`src/rtl/hazard_ctrl_unit.sv`:
```
// Hazard control for the 5-stage pipeline: write enables and flushes from miss, branch and load-use
// events, a multi-cycle load-use bubble sequencer, saturating event counters and a miss watchdog.
module hazard_ctrl_unit #(
    parameter int REG_AW        = 5,
    parameter int JOP_W         = 2,
    parameter int LOAD_LAT      = 1,
    parameter int CNT_W         = 16,
    parameter int STALL_TIMEOUT = 1024
) (
    input  logic              clk,
    input  logic              rst,
    input  logic              IC_stall,
    input  logic              DC_stall,
    input  logic [REG_AW-1:0] ID_Rs,
    input  logic [REG_AW-1:0] ID_Rt,
    input  logic [REG_AW-1:0] EX_WR_out,
    input  logic              EX_MemtoReg,
    input  logic [JOP_W-1:0]  EX_JumpOP,
    input  logic              cnt_clr,
    output logic              PCWrite,
    output logic              IF_IDWrite,
    output logic              ID_EXWrite,
    output logic              EX_MWrite,
    output logic              M_WBWrite,
    output logic              IF_Flush,
    output logic              ID_Flush,
    output logic              Load_wait,
    output logic              stall_timeout,
    output logic [CNT_W-1:0]  stall_cnt,
    output logic [CNT_W-1:0]  bubble_cnt,
    output logic [CNT_W-1:0]  flush_cnt
);

    localparam int RUN_W = (STALL_TIMEOUT > 0) ? $clog2(STALL_TIMEOUT + 1) : 1;
    localparam logic [RUN_W-1:0] TO_V  = RUN_W'(STALL_TIMEOUT);
    localparam logic [RUN_W-1:0] TO_M1 = RUN_W'((STALL_TIMEOUT > 0) ? STALL_TIMEOUT - 1 : 0);
    localparam logic [1:0]       BUB_INIT = 2'(LOAD_LAT - 1);

    typedef enum logic {RUN, LDWAIT} state_t;

    state_t           state_q, state_d;
    logic [1:0]       bub_q, bub_d;
    logic [CNT_W-1:0] stall_cnt_q, stall_cnt_d;
    logic [CNT_W-1:0] bubble_cnt_q, bubble_cnt_d;
    logic [CNT_W-1:0] flush_cnt_q, flush_cnt_d;
    logic [RUN_W-1:0] run_q, run_d;
    logic             stall_timeout_q, stall_timeout_d;

    logic miss, br, ldhz;

    assign miss = IC_stall | DC_stall;
    assign br   = (EX_JumpOP != '0);
    assign ldhz = EX_MemtoReg && (EX_WR_out != '0) &&
                  ((EX_WR_out == ID_Rs) || (EX_WR_out == ID_Rt));

    function automatic logic [CNT_W-1:0] sat_inc(input logic [CNT_W-1:0] v, input logic en);
        return (en && (v != '1)) ? v + CNT_W'(1) : v;
    endfunction

    always_comb begin
        PCWrite    = 1'b1;
        IF_IDWrite = 1'b1;
        ID_EXWrite = 1'b1;
        EX_MWrite  = 1'b1;
        M_WBWrite  = 1'b1;
        IF_Flush   = 1'b0;
        ID_Flush   = 1'b0;
        Load_wait  = 1'b0;
        state_d    = state_q;
        bub_d      = bub_q;
        if (miss) begin
            PCWrite    = 1'b0;
            IF_IDWrite = 1'b0;
            ID_EXWrite = 1'b0;
            EX_MWrite  = 1'b0;
            M_WBWrite  = 1'b0;
        end else if (br) begin
            IF_Flush = 1'b1;
            ID_Flush = 1'b1;
            state_d  = RUN;
            bub_d    = 2'd0;
        end else if ((state_q == LDWAIT) || ldhz) begin
            PCWrite    = 1'b0;
            IF_IDWrite = 1'b0;
            ID_Flush   = 1'b1;
            Load_wait  = 1'b1;
            // Miss cycles never reach here, so they do not consume bubbles.
            if (state_q == LDWAIT) begin
                if (bub_q == 2'd1) begin
                    state_d = RUN;
                    bub_d   = 2'd0;
                end else begin
                    bub_d = bub_q - 2'd1;
                end
            end else if (LOAD_LAT > 1) begin
                state_d = LDWAIT;
                bub_d   = BUB_INIT;
            end
        end
    end

    always_comb begin
        if (cnt_clr) begin
            stall_cnt_d  = '0;
            bubble_cnt_d = '0;
            flush_cnt_d  = '0;
        end else begin
            stall_cnt_d  = sat_inc(stall_cnt_q, miss);
            bubble_cnt_d = sat_inc(bubble_cnt_q, Load_wait);
            flush_cnt_d  = sat_inc(flush_cnt_q, IF_Flush);
        end
    end

    always_comb begin
        run_d           = '0;
        stall_timeout_d = stall_timeout_q;
        if ((STALL_TIMEOUT > 0) && miss)
            run_d = (run_q == TO_V) ? run_q : run_q + RUN_W'(1);
        // Fires once on the TO-th consecutive miss; the saturated run counter cannot re-fire it.
        if (cnt_clr)
            stall_timeout_d = 1'b0;
        else if ((STALL_TIMEOUT > 0) && miss && (run_q == TO_M1))
            stall_timeout_d = 1'b1;
    end

    always_ff @(posedge clk or negedge rst) begin
        if (!rst) begin
            state_q         <= RUN;
            bub_q           <= 2'd0;
            stall_cnt_q     <= '0;
            bubble_cnt_q    <= '0;
            flush_cnt_q     <= '0;
            run_q           <= '0;
            stall_timeout_q <= 1'b0;
        end else begin
            state_q         <= state_d;
            bub_q           <= bub_d;
            stall_cnt_q     <= stall_cnt_d;
            bubble_cnt_q    <= bubble_cnt_d;
            flush_cnt_q     <= flush_cnt_d;
            run_q           <= run_d;
            stall_timeout_q <= stall_timeout_d;
        end
    end

    assign stall_cnt     = stall_cnt_q;
    assign bubble_cnt    = bubble_cnt_q;
    assign flush_cnt     = flush_cnt_q;
    assign stall_timeout = stall_timeout_q;

endmodule

```
`config.mk`:
```
export PLATFORM = sky130hd
export DESIGN_NAME = hazard_ctrl_unit
export DESIGN_NICKNAME = d
export VERILOG_FILES = /design/src/rtl/hazard_ctrl_unit.sv
export SDC_FILE = /design/constraint.sdc
export NUM_CORES = 1
export LEC_CHECK = 0
export CAP_MARGIN = 40
export CORE_MARGIN = 8
export CORE_UTILIZATION = 45
export DETAILED_ROUTE_END_ITERATION = 10
export PLACE_DENSITY = 0.77
export SYNTH_ARGS = -nofsm -noshare
export SYNTH_HDL_FRONTEND = slang
export SYNTH_SLANG_ARGS = --single-unit
```
`constraint.sdc`:
```
create_clock -name clk -period 3.2 [get_ports clk]
set_input_delay 0.96 -clock clk [delete_from_list [all_inputs] [get_ports clk]]
set_output_delay 0.96 -clock clk [all_outputs]
set_load 0.02 [all_outputs]
```
Word level (Yosys, flattened, before mapping):

Index checks and enable logic that the tools add are counted.

* $add $sub $neg: 5
* equal/unequal tests: 9
* multiplexer cells: 29
* bitwise gates (word level): 2
* reduce and logical (&&, ||, !) cells: 18

Operators with widths (count)
* 16-bit 2-to-1 mux: 6
* 16-bit by 1-bit adder with 16-bit output, second input constant: 3
* 16-bit != test, second input constant: 3
* 11-bit 2-to-1 mux: 2
* 1-bit 2-to-1 mux: 17
* 2-bit nonzero test: 7
* 11-bit by 1-bit adder with 11-bit output, second input constant: 1
* 11-bit by 10-bit == test with 1-bit output, second input constant: 1
* 11-bit == test, second input constant: 1
* 5-bit == test: 2
* 2-bit 2-to-1 mux: 4
* 1-bit logical AND: 6
* 5-bit nonzero test: 1
* 3-bit AND reduction: 1
* 2-bit by 1-bit == test with 1-bit output, second input constant: 1
* 1-bit logical OR: 2
* 2-bit != test, second input constant: 1
* 2-bit AND reduction: 1
* 2-bit by 1-bit subtractor with 2-bit output, second input constant: 1
* 1-bit inverter: 1
* 1-bit OR: 1

* bits in registers: 63
* input port bits: 23
* word-level logic and storage cells: 70

Depth between registers and ports, before layout:

* word-level depth: 10
* mapped depth: 9

Worst setup path after synthesis:

No wires, ideal clock.

* path kind: input to output
* start point: input EX_WR_out[1]
* end point: output PCWrite
* arrival: 2400 ps
* data required time: 2240 ps
* slack: -160 ps
* stages: 6
* buffers on the path: 1
* cells stage by stage: or4_1 o21a_1 a21oi_1 nor2_1 nor2_1 buf_4

* cells in the longest elaborated chain, start to end: 7
* elaborated cells on any way between the ends: 10
* classes of those cells: eq/ne (2); mux (3); reduce/logical (5)

RTL lines
* start, declared: line 16 `input logic [REG_AW-1:0] EX_WR_out,`
* 5-bit == test / 5-bit nonzero test (equally long branches): line 54, 53
* 1-bit logical OR / 1-bit logical AND (equally long branches): line 54, 53
* 1-bit logical AND (*): line 53 `assign ldhz = EX_MemtoReg && (EX_WR_out != '0) &&`
* 1-bit logical OR (*): line 82 `end else if ((state_q == LDWAIT) || ldhz) begin`
* 1-bit 2-to-1 mux (*) (3 in a row)
* end, declared: line 20 `output logic PCWrite,`

Every way passes the cells marked *; elsewhere a longest branch is shown, timed or not.

Final worst setup path:

* start point: input EX_WR_out[2]
* end point: output IF_IDWrite

* cells in the longest elaborated chain, start to end: 7
* elaborated cells on any way between the ends: 10
* classes of those cells: eq/ne (2); mux (3); reduce/logical (5)

RTL lines
* 5-bit == test / 5-bit nonzero test (equally long branches): line 54, 53
* 1-bit logical OR / 1-bit logical AND (equally long branches): line 54, 53
* 1-bit logical AND (*): line 53
* 1-bit logical OR (*): line 82
* 1-bit 2-to-1 mux (*): line 82
* 1-bit 2-to-1 mux (*): line 77 `end else if (br) begin`
* 1-bit 2-to-1 mux (*): line 71 `if (miss) begin`
* end, declared: line 21 `output logic IF_IDWrite,`

Marks and branches as above.

==> results.py <==
metrics = {
    "route": {
        "via_count": 3022,
        "dr_vias_cell": 5.27,
        "wl_um": 8520,
        "postRouteAntennaNets": 0,
        "dr.pass1.iters": 4,
        "detail_route.iter0.violations": 79,
        "drc": 0,
        "route.detailed.wl_per_inst_um": 14.9,
    },
    "sta": {
        "timing_hold_violations_final": 0,
        "final_period_minus_worst_setup_slack_ps": 3270,
        "setup_tns_ps": -267,
        "fin_worst_skew_ps": 10.7,
        "timing.fmax_mhz": 305,
        "timing.slew.headroom_pct": 53.9,
        "number_of_failing_setup_endpoints_in_the_final_timing_report": 4,
        "worstMarginPinSlew_ps": 689,
        "grt_setup_unrepaired": "true",
        "period_share_pct": 102,
        "final-max-slew-violation-count": 0,
        "finalWorstSetupSlack_ps": -73.6,
    },
    "hold_path": {
        "hold_path_class": "register to register",
    },
    "logic_synthesis": {
        "ys.warnings.count": 0,
        "synthMostInstantiatedCell": "sky130_fd_sc_hd__nor2_1",
        "synth.cells.most_frequent": "sky130_fd_sc_hd__nor2_1, sky130_fd_sc_hd__dfrtp_1, sky130_fd_sc_hd__nand2_1",
        "avgSynthCellArea_um2": 9.31,
        "synthDistinctLibCells": 51,
        "dominantRegCellSynth": "sky130_fd_sc_hd__dfrtp_1",
        "synth.ff_latch_count": 63,
        "post_synth_top_area_share_pct": 45.8,
        "synth.area.top_cells": "sky130_fd_sc_hd__dfrtp_1, sky130_fd_sc_hd__nor2_1, sky130_fd_sc_hd__xnor2_1, sky130_fd_sc_hd__xor2_1, sky130_fd_sc_hd__nand3_1",
        "synth_edf_count": 0,
        "synth-seq-area-share_pct": 45.8,
        "synth-xor-area-share_pct": 12.7,
        "post_synthesis_net_count": 399,
        "synth_top_family_by_area": "simple AND/OR/NAND/NOR gates",
        "synthCells": 370,
        "synth_compound_area_share_pct": 7.78,
        "async_reset_ff_share_pct": 100,
        "synth_simple_gate_area_share_pct": 26.7,
        "post-synth-top-area-cell": "sky130_fd_sc_hd__dfrtp_1",
        "synthesis.area_um2": 3440,
        "synthAdderAreaFrac_pct": 2.18,
        "synth_mux_area_share_pct": 0.908,
    },
    "worst_setup_path": {
        "critical_path.slowest_cell": "sky130_fd_sc_hd__or4_1",
        "worst_ep_arrival_time_ps": 2310,
        "worst_ep_required_time_ps": 2240,
        "crit_start": "EX_WR_out[2]",
        "path_class": "input port to output pin",
        "timing.critical_path.slowest_cell_delay_ps": 520,
        "r2r.worst_path.cells": 8,
        "timing.rr.end": "flush_cnt[5]$_DFFE_PN0P_",
        "worstPathCellList": "buf_6 > or4_1 > o21a_1 > a21oi_2 > nor2_1 > nor2_2 > buf_6",
        "timing.rr.start": "flush_cnt[0]$_DFFE_PN0P_",
        "start_kind": "input port",
        "rrSetupSlack_ps": 960,
        "endpoint": "IF_IDWrite",
        "worst_setup_path_end_kind": "output pin",
        "critical-path-top-cell-by-count": "sky130_fd_sc_hd__buf_6",
        "critical_path_peak_fanout": 2,
    },
    "die": {
        "core-area_um2": 7570,
        "floorplan.die_area_um2": 10700,
        "initial_utilization_pct": 45.5,
        "die_x_um": 103,
        "die_h_um": 103,
        "io_pins": 80,
        "floorplan.rows": 32,
    },
    "global_routing": {
        "globalRouteTotalUtil_pct": 16.8,
        "grt_max_degree": 64,
        "antenna_violations_before_repair": 0,
        "globalRouteOverflowTotal": 0,
        "first_global_vias": 3055,
        "grt_pass1_wl_um": 14100,
    },
    "pwr": {
        "vdd.ir_drop.worst_uv": 252,
        "p_sw_mw": 0.469,
        "internal_power_mw": 1.35,
        "power_frac_seq_pct": 46.6,
        "share_clk_of_total_power_pct": 41.5,
        "switching_share_pct": 25.7,
        "lkg_pwr_nw": 1.94,
        "pwr_density_cell_nw_per_um2": 390,
        "logic_gate_share_of_total_power_pct": 11.9,
    },
    "status": {
        "outcome": "complete, but fails checks",
        "violations": "setup timing",
    },
    "finish": {
        "fill_cells": 653,
        "stdcell_area_um2": 4680,
        "antenna_cells_inserted": 0,
        "proportion_of_layout_cells_with_a_drive_suffix_above_1_pct": 14.6,
        "layout.area.seq_um2": 1580,
        "nets": 495,
        "multiInputGateArea_um2": 1790,
        "final_core_util_pct": 61.9,
        "area_delta_synth_final_pct": 36.0,
    },
    "clock_tree": {
        "tritoncts": "built",
        "htree_num_levels": 3,
        "insertion_delay_ps": 340,
        "cts_root_buf": "sky130_fd_sc_hd__clkbuf_8",
        "sinks_on_the_clock_net": 63,
        "path_clk_slew_ps": 70,
        "cts_hold_buffers": 0,
        "max-clock-path-buffers": 2,
        "cts_buffers": 9,
    },
    "flow_run": {
        "timing.max_cap.violations": 0,
    },
    "placed_design": {
        "port_buffers": 79,
        "post_dp_cell_area_um2": 4440,
        "routabilityCongestion": 0.802,
        "place_hpwl_um": 6170,
    },
}
-- worst max-delay path: cells and delay by family --
family,cells,cell delay [ps]
simple gates,3,730
compound gates,2,390
buf+inv,2,230
-- power by group through the flow --
stage	combinational, mW	sequential (mW)	clock (mW)
6_report	0.216	0.851	0.757
3_5_place_dp	0.214	0.865	0
4_1_cts	0.210	0.850	0.768
2_1_floorplan	0.109	0.866	0
5_1_grt	0.241	0.853	0.806
3_3_place_gp	0.207	0.864	0
-- layer usage --
metal,vias up,GRT usage [%],share of wire [%]
met5,-,0,0
met4,0,7.12,1.2
met3,10,5.02,6.1
met2,66,28.0,51
met1,1477,19.6,42
li1,1469,-,-
-- sequential cells by signal, indices dropped and copies added, names as in the netlist --
register	flops
bub_q	2
stall_cnt	16
run_q	11
stall_timeout	1
flush_cnt	16
bubble_cnt	16
state_q	1
-- cell usage in the layout (no fill, tap or decap), types with 3 or more instances in the layout --
master / netlist / routed
sky130_fd_sc_hd__buf_4: 4 / 20
sky130_fd_sc_hd__a21oi_1: 19 / 17
sky130_fd_sc_hd__nor2_1: 66 / 65
sky130_fd_sc_hd__xnor2_1: 26 / 24
sky130_fd_sc_hd__ha_1: 6 / 6
sky130_fd_sc_hd__o21ai_1: 8 / 8
sky130_fd_sc_hd__nand4_1: 11 / 11
sky130_fd_sc_hd__inv_1: 8 / 8
sky130_fd_sc_hd__nand3_1: 25 / 23
sky130_fd_sc_hd__nor3_1: 5 / 5
sky130_fd_sc_hd__nor4_1: 4 / 4
sky130_fd_sc_hd__or3_1: 12 / 12
sky130_fd_sc_hd__buf_2: 3 / 4
sky130_fd_sc_hd__buf_6: 2 / 5
sky130_fd_sc_hd__and3_1: 9 / 9
sky130_fd_sc_hd__dfrtp_1: 63 / 63
sky130_fd_sc_hd__clkbuf_8: 0 / 9
sky130_fd_sc_hd__dlygate4sd2_1: 0 / 10
sky130_fd_sc_hd__clkdlybuf4s50_1: 0 / 55
sky130_fd_sc_hd__nand2_1: 27 / 27
sky130_fd_sc_hd__nand3_2: 2 / 4
sky130_fd_sc_hd__xor2_1: 24 / 24
sky130_fd_sc_hd__o21ai_0: 3 / 3
-- worst min path at each step --
stage                    startpoint                   end  slack [ps]  cells after the start
2_1_floorplan  bub_q[1]$_DFFE_PN0P_  bub_q[1]$_DFFE_PN0P_         470                      1
3_3_place_gp   bub_q[1]$_DFFE_PN0P_  bub_q[1]$_DFFE_PN0P_         470                      1
3_5_place_dp   bub_q[1]$_DFFE_PN0P_  bub_q[1]$_DFFE_PN0P_         480                      1
4_1_cts        bub_q[1]$_DFFE_PN0P_  bub_q[1]$_DFFE_PN0P_         500                      1
5_1_grt        bub_q[1]$_DFFE_PN0P_  bub_q[1]$_DFFE_PN0P_         540                      1
6_report       bub_q[1]$_DFFE_PN0P_  bub_q[1]$_DFFE_PN0P_         490                      1
-- cell type report --
type,count,share of cell area (%)
Multi-Input combinational cell,283,38.1
Sequential cell,63,33.7
Timing Repair Buffer,100,20.0
Clock buffer,10,2.73
Tap cell,102,2.73
Clock inverter,6,1.82
Inverter,9,0.989
-- metrics by stage --
stage	worst slack, ps	hold slack, ps	std cells	total power, mW
floorplan	-36.2	466	370	0.975
global placement	-842	475	556	1.07
detailed placement	-882	484	556	1.08
CTS	-102	499	573	1.83
global route	-153	537	573	1.90
finish	-73.6	494	573	1.82
-- what timing repair did --
action | CTS | global route
setup buffers | 1 | 0
pin swaps | 16 | 6
setup endpoints to repair | 8 | 5
resized for setup | 54 | 14
cloned | 0 | 0
-- cells by family (layout without fill, tap and decap cells) --
logic type,count (synthesis),count (layout)
xor gates and xnor gates,50,50
adders and majority gates,6,6
muxes,3,3
buffers and inverters,24,125
DFF,63,63
AOI/OAI and AO/OA,43,43
and+or+nand+nor,181,181
(Power assumes the default switching activity.)
